<file path="src/rtl/es_div_ctrl.sv">
// es_div_ctrl: multi-cycle integer divide controller for the EX stage.
// Runs a 32-step restoring divider, one quotient bit per cycle, holds the
// fixed-up quotient or remainder until EX hands the instruction to MEM,
// and supplies the EX ready-go term so the pipeline stalls meanwhile.
module es_div_ctrl (
  input  logic        clk,
  input  logic        reset,
  input  logic        es_valid,
  input  logic        div_signed,
  input  logic        div_unsigned,
  input  logic        div_mod,
  input  logic [31:0] src1,
  input  logic [31:0] src2,
  input  logic        es_go,
  input  logic        div_cancel,
  output logic        div_ready_go,
  output logic        div_busy,
  output logic        div_done,
  output logic [31:0] div_result
);

  typedef enum logic [1:0] {
    IDLE = 2'd0,
    BUSY = 2'd1,
    DONE = 2'd2
  } state_t;

  state_t      state;
  state_t      state_nxt;

  // The partial remainder is always smaller than the divisor, so its top bit
  // of the 33-bit working value is always zero and is not stored.
  logic [31:0] prem;
  logic [31:0] dq;
  logic [31:0] dsr;
  logic [31:0] src1_raw;
  logic        q_neg;
  logic        r_neg;
  logic        mod_sel;
  logic        dz;
  logic [5:0]  cnt;

  logic        div_req;
  logic        start;
  logic        last_step;
  logic [31:0] abs1;
  logic [31:0] abs2;
  logic [32:0] shifted;
  logic [32:0] trial;
  logic [31:0] prem_next;
  logic [31:0] q_next;
  logic [31:0] final_q;
  logic [31:0] final_r;
  logic [31:0] final_res;

  assign div_req      = es_valid & (div_signed | div_unsigned);
  assign start        = div_req & ~div_cancel & (state == IDLE);
  assign last_step    = (cnt == 6'd31);
  assign div_busy     = (state == BUSY);
  assign div_done     = (state == DONE);
  assign div_ready_go = ~div_req | div_done;

  // Operand magnitudes, one restoring step, and the sign/zero fix-up of the final result
  always_comb begin
    abs1      = src1;
    abs2      = src2;
    if (div_signed && src1[31]) abs1 = -src1;
    if (div_signed && src2[31]) abs2 = -src2;

    shifted   = {1'b0, prem, dq[31]};
    trial     = shifted - {1'b0, dsr};
    if (!trial[32]) begin
      prem_next = trial[31:0];
      q_next    = {dq[30:0], 1'b1};
    end else begin
      prem_next = shifted[31:0];
      q_next    = {dq[30:0], 1'b0};
    end

    final_q   = q_neg ? -q_next : q_next;
    final_r   = r_neg ? -prem_next : prem_next;
    if (dz) begin
      final_q = 32'hFFFF_FFFF;
      final_r = src1_raw;
    end
    final_res = mod_sel ? final_q : final_r;
  end

  // State register
  always_ff @(posedge clk or posedge reset) begin
    if (reset) state <= IDLE;
    else       state <= state_nxt;
  end

  // Next state; a cancel from any state wins over everything else
  always_comb begin
    state_nxt = state;
    case (state)
      IDLE:    if (start)     state_nxt = BUSY;
      BUSY:    if (last_step) state_nxt = DONE;
      DONE:    if (es_go)     state_nxt = IDLE;
      default:                state_nxt = IDLE;
    endcase
    if (div_cancel) state_nxt = IDLE;
  end

  // Operand capture in IDLE, iteration in BUSY, result registered on the last step
  always_ff @(posedge clk or posedge reset) begin
    if (reset) begin
      prem       <= 32'd0;
      dq         <= 32'd0;
      dsr        <= 32'd0;
      src1_raw   <= 32'd0;
      q_neg      <= 1'b0;
      r_neg      <= 1'b0;
      mod_sel    <= 1'b0;
      dz         <= 1'b0;
      cnt        <= 6'd0;
      div_result <= 32'd0;
    end else begin
      case (state)
        IDLE: begin
          if (start) begin
            prem     <= 32'd0;
            dq       <= abs1;
            dsr      <= abs2;
            src1_raw <= src1;
            q_neg    <= div_signed & (src1[31] ^ src2[31]);
            r_neg    <= div_signed & src1[31];
            mod_sel  <= div_mod;
            dz       <= (src2 == 32'd0);
            cnt      <= 6'd0;
          end
        end
        BUSY: begin
          prem <= prem_next;
          dq   <= q_next;
          cnt  <= cnt + 6'd1;
          if (last_step && !div_cancel) div_result <= final_res;
        end
        default: ;
      endcase
    end
  end

endmodule

</file>
<file path="config.mk">
export PLATFORM = sky130hd
export DESIGN_NAME = es_div_ctrl
export DESIGN_NICKNAME = d
export VERILOG_FILES = /design/src/rtl/es_div_ctrl.sv
export SDC_FILE = /design/constraint.sdc
export NUM_CORES = 1
export LEC_CHECK = 0
export CORE_UTILIZATION = 25
export CTS_CLUSTER_DIAMETER = 30
export DETAILED_ROUTE_END_ITERATION = 10
export HOLD_SLACK_MARGIN = 0.1
export PLACE_DENSITY = 0.45
export RECOVER_POWER = 50
export SYNTH_ARGS = -nofsm -noshare
export SYNTH_HDL_FRONTEND = slang
export SYNTH_SLANG_ARGS = --single-unit
</file>
<file path="constraint.sdc">
create_clock -name clk -period 5.8 [get_ports clk]
set_input_delay 1.45 -clock clk [delete_from_list [all_inputs] [get_ports clk]]
set_output_delay 1.45 -clock clk [all_outputs]
set_load 0.01 [all_outputs]
</file>
==> results_dict.tcl <==
set metrics [dict create \
    drv_slew 174 \
    num_vias 11900 \
    nets 1736 \
    drt_iter0_drc 787 \
    grt.busiest_layer "met2" \
    die_y_um 227 \
    grtUsageTotal_pct 18.0 \
    clock_latency_ns 0.46 \
    fin_skew_ns 0.0139 \
    r2r_slack_ns 0.69 \
    maxClockFrequency_mhz 196 \
    r2r_end "div_result[30]" \
    dpl.hpwl_mm 33.5 \
    n_antenna_cell 0 \
    antenna_found_initial 0 \
    final_hold_viol_count 0 \
    cellPowerDensity_nw_per_um2 518 \
    vias_per_cell 5.13 \
    hp-class "register to register" \
    start_util_pct 25.3 \
    std_cell_rows 82 \
    dieArea_um2 51600 \
    met1_usage_pct 23.7 \
    routedWlPerCell_um 19.4 \
    cap_violations 2 \
    numPortBuffers 106 \
    synthCells 1566 \
    overflow 0 \
    seq_area_frac_synth_pct 33.9 \
    final_common_cell "nand2_1" \
    peakVddDrop_mv 0.285 \
    ys_top_cells_by_area "dfrtp_1 34%, o21ai_0 7.7%, nand2_1 6.6%" \
    worstSetupPathType "register to register" \
    synthDistinctLibCells 95 \
    slew-limit-headroom_pct -114 \
    clk_pin_slew_worst_paths_ns 0.07 \
    crit_top_cell "inv_1" \
    grt_max_degree 119 \
    post-route-drc-count 0 \
    cts_tree "built" \
    wl_mm 44.8 \
    status "finished with violations" \
    p_seq_share_pct 23.5 \
    switching_share_pct 49.8 \
    setup_viol 0 \
    worst_pin_slew_ns 3.21 \
    clockBufferDepth 2 \
    grt_util_met2_pct 30.4 \
    synth_enable_flop_cells 0 \
    syn_avg_cell_area_um2 8.10 \
    core-area_um2 50100 \
    yosysTopAreaCellShare_pct 33.9 \
    synth-seq-cells 172 \
    async_reset_ff_share_pct 100 \
    synthFlopType "dfrtp_1" \
    cp_slowest_cell "or4_1" \
    path_cells "inv_1 > ha_1 > inv_1 > fa_1 > a21o_1 > a221oi_4 > o21ai_2 > o21ai_1 > a21oi_2 > nor2_4 > inv_2 > mux2i_1 > ha_1 > inv_1 > or4_1 > a21oi_1 > o22ai_1 > nor4_4 > a41oi_1 > xnor2_1 > a21o_1" \
    gp_congestion 0.899 \
    yosysWarnings 0 \
    final_cell_mix "224 x nand2_1, 195 x o21ai_0, 172 x dfrtp_1" \
    cts.sinks 172 \
    grt_first_pass_wirelength_mm 70.7 \
    post_cts_buffers 0 \
    path_max_fanout 5 \
    reg2regPathDepth 21 \
    pin_count 107 \
    yosysTopAreaCell "dfrtp_1" \
    hold-path-endpoint "src1_raw[5]" \
    critPathLaunchType "register" \
    grt_pass1_vias 11900 \
    final_antenna_net_count 0 \
    critPathRequiredTime_ns 6.16 \
    cts_hold_buf 0 \
    finalCriticalPeriod_ns 5.11 \
    drive_gt1_share_pct 6.16 \
    period_share_pct 88.1 \
    violations "capacitance limit, slew limit" \
    ctsResizeCount 0 \
    min-delay-start "src1_raw[5]" \
    syn_to_final_growth_pct 18.7 \
    rsz0062_at_grt "no" \
    p_int_w 0.00391 \
    die_w_um 227 \
    arrival_ns 5.47 \
    setup_ws_ns 0.693 \
    max_stage_delay_ns 0.47 \
    end_kind "register" \
    syn-cell-area_um2 12700 \
    worstHoldPathCells 2 \
    dr.pass1.iters 7 \
    setup_tns_ns 0 \
    cts_max_level 4 \
    r2r-start "dq[31]" \
    syn_nets 1676 \
    combPwrFrac_pct 60.9 \
    grt_util_met3_pct 1.81 \
    switching_power_w 0.00388 \
    post-place-ws_ns 0.747 \
    power.share.clock_pct 15.6 \
    power_leakage_nw 6.09 \
    cts-root-buf "clkbuf_16" \
    cts_buffers 17 \
]
## worst max path at each step
stage	start	cells after the start	slack (ns)	end
final	dq[31]	21	0.69	div_result[30]
after global routing	dq[31]	21	0.26	div_result[20]
after CTS	dq[31]	21	0.71	div_result[30]
after detailed placement	dq[31]	21	0.75	div_result[30]
after global placement	dq[31]	21	0.80	div_result[24]
after floorplan	dq[31]	24	0.90	div_result[30]
## worst max-delay path: cells and delay by family (launching register included)
kind / cells / cell delay [ns]
flip-flops: 1 / 0.41
AO/OA/AOI/OAI: 9 / 1.99
adder cells (fa/ha/maj): 3 / 0.81
AND/OR/NAND/NOR: 3 / 1.06
multiplexers: 1 / 0.25
buffers and inverters: 4 / 0.31
XOR/XNOR: 1 / 0.18
## through the flow
stage / cell area, µm² / power [W] / hold slack [ns] / utilization (%) / instances
final: 15000 / 0.00779 / 0.473 / 30.1 / 2311
after global routing: 15000 / 0.00841 / 0.494 / 30.1 / 2311
after CTS: 15100 / 0.00786 / 0.478 / 30.1 / 2311
after detailed placement: 14500 / 0.00660 / 0.461 / 28.9 / 2279
after global placement: 14500 / 0.00662 / 0.453 / 28.9 / 2279
after floorplan: 12700 / 0.00514 / 0.440 / - / 1566
## kinds of logic (layout without fill, tap and decap cells)
kind of cell             count (synthesis)  in the layout  synth area share [%]
AND/OR/NAND/NOR                        537            537                  20.6
AO/OA/AOI/OAI                          510            510                  25.7
flip-flops                             172            172                  33.9
buffers and inverters                  152            225                  4.80
XOR/XNOR                               129            129                  8.91
adder cells (fa/ha/maj)                 38             38                  3.81
multiplexers                            28             28                  2.27
## cells in the mapped netlist (all sizes together) (12+ instances only)
master and count:
a31oi 16, inv 61, clkbuf 74, or3 12, ha 37, nand4 15
nor2 97, nand2b 18, nand2 224, xnor2 77, nor4 20, o21ai 206
a21oi 104, o31ai 30, o211ai 14, dfrtp 172, and2 14, nand3 49
nor3 36, o41ai 14, xor2 52, mux2i 25, a22oi 31, buf 16
## routing by layer
metal | share of wire, % | vias up
met5 | 0 | -
met1 | 46 | 5793
li1 | - | 5783
met4 | 2.5 | 0
met3 | 3.1 | 50
met2 | 49 | 233
## power groups by stage
stage	clock network, W	registers, W	logic [W]
floorplan	0	0.00173	0.00341
global placement	0	0.00185	0.00477
detailed placement	0	0.00185	0.00474
finish	0.00121	0.00183	0.00474
global route	0.00129	0.00188	0.00524
CTS	0.00125	0.00183	0.00478
## layout make-up
cell class | instances | area (µm²)
clock inverter | 10 | 129
clock buffer | 22 | 474
fill | 5483 | 35000
sequential | 172 | 4300
inverter | 62 | 236
tap | 672 | 841
multi-input combinational | 1242 | 7790
timing repair buffer | 131 | 1270
## state kept, by name, summed over array words and instances, names as in the netlist
name,cells
cnt,6
div_result,32
dq,32
dsr,32
dz,1
mod_sel,1
prem,32
q_neg,1
r_neg,1
src1_raw,32
state,2
No activity file was read; power rests on OpenSTA's default activity.
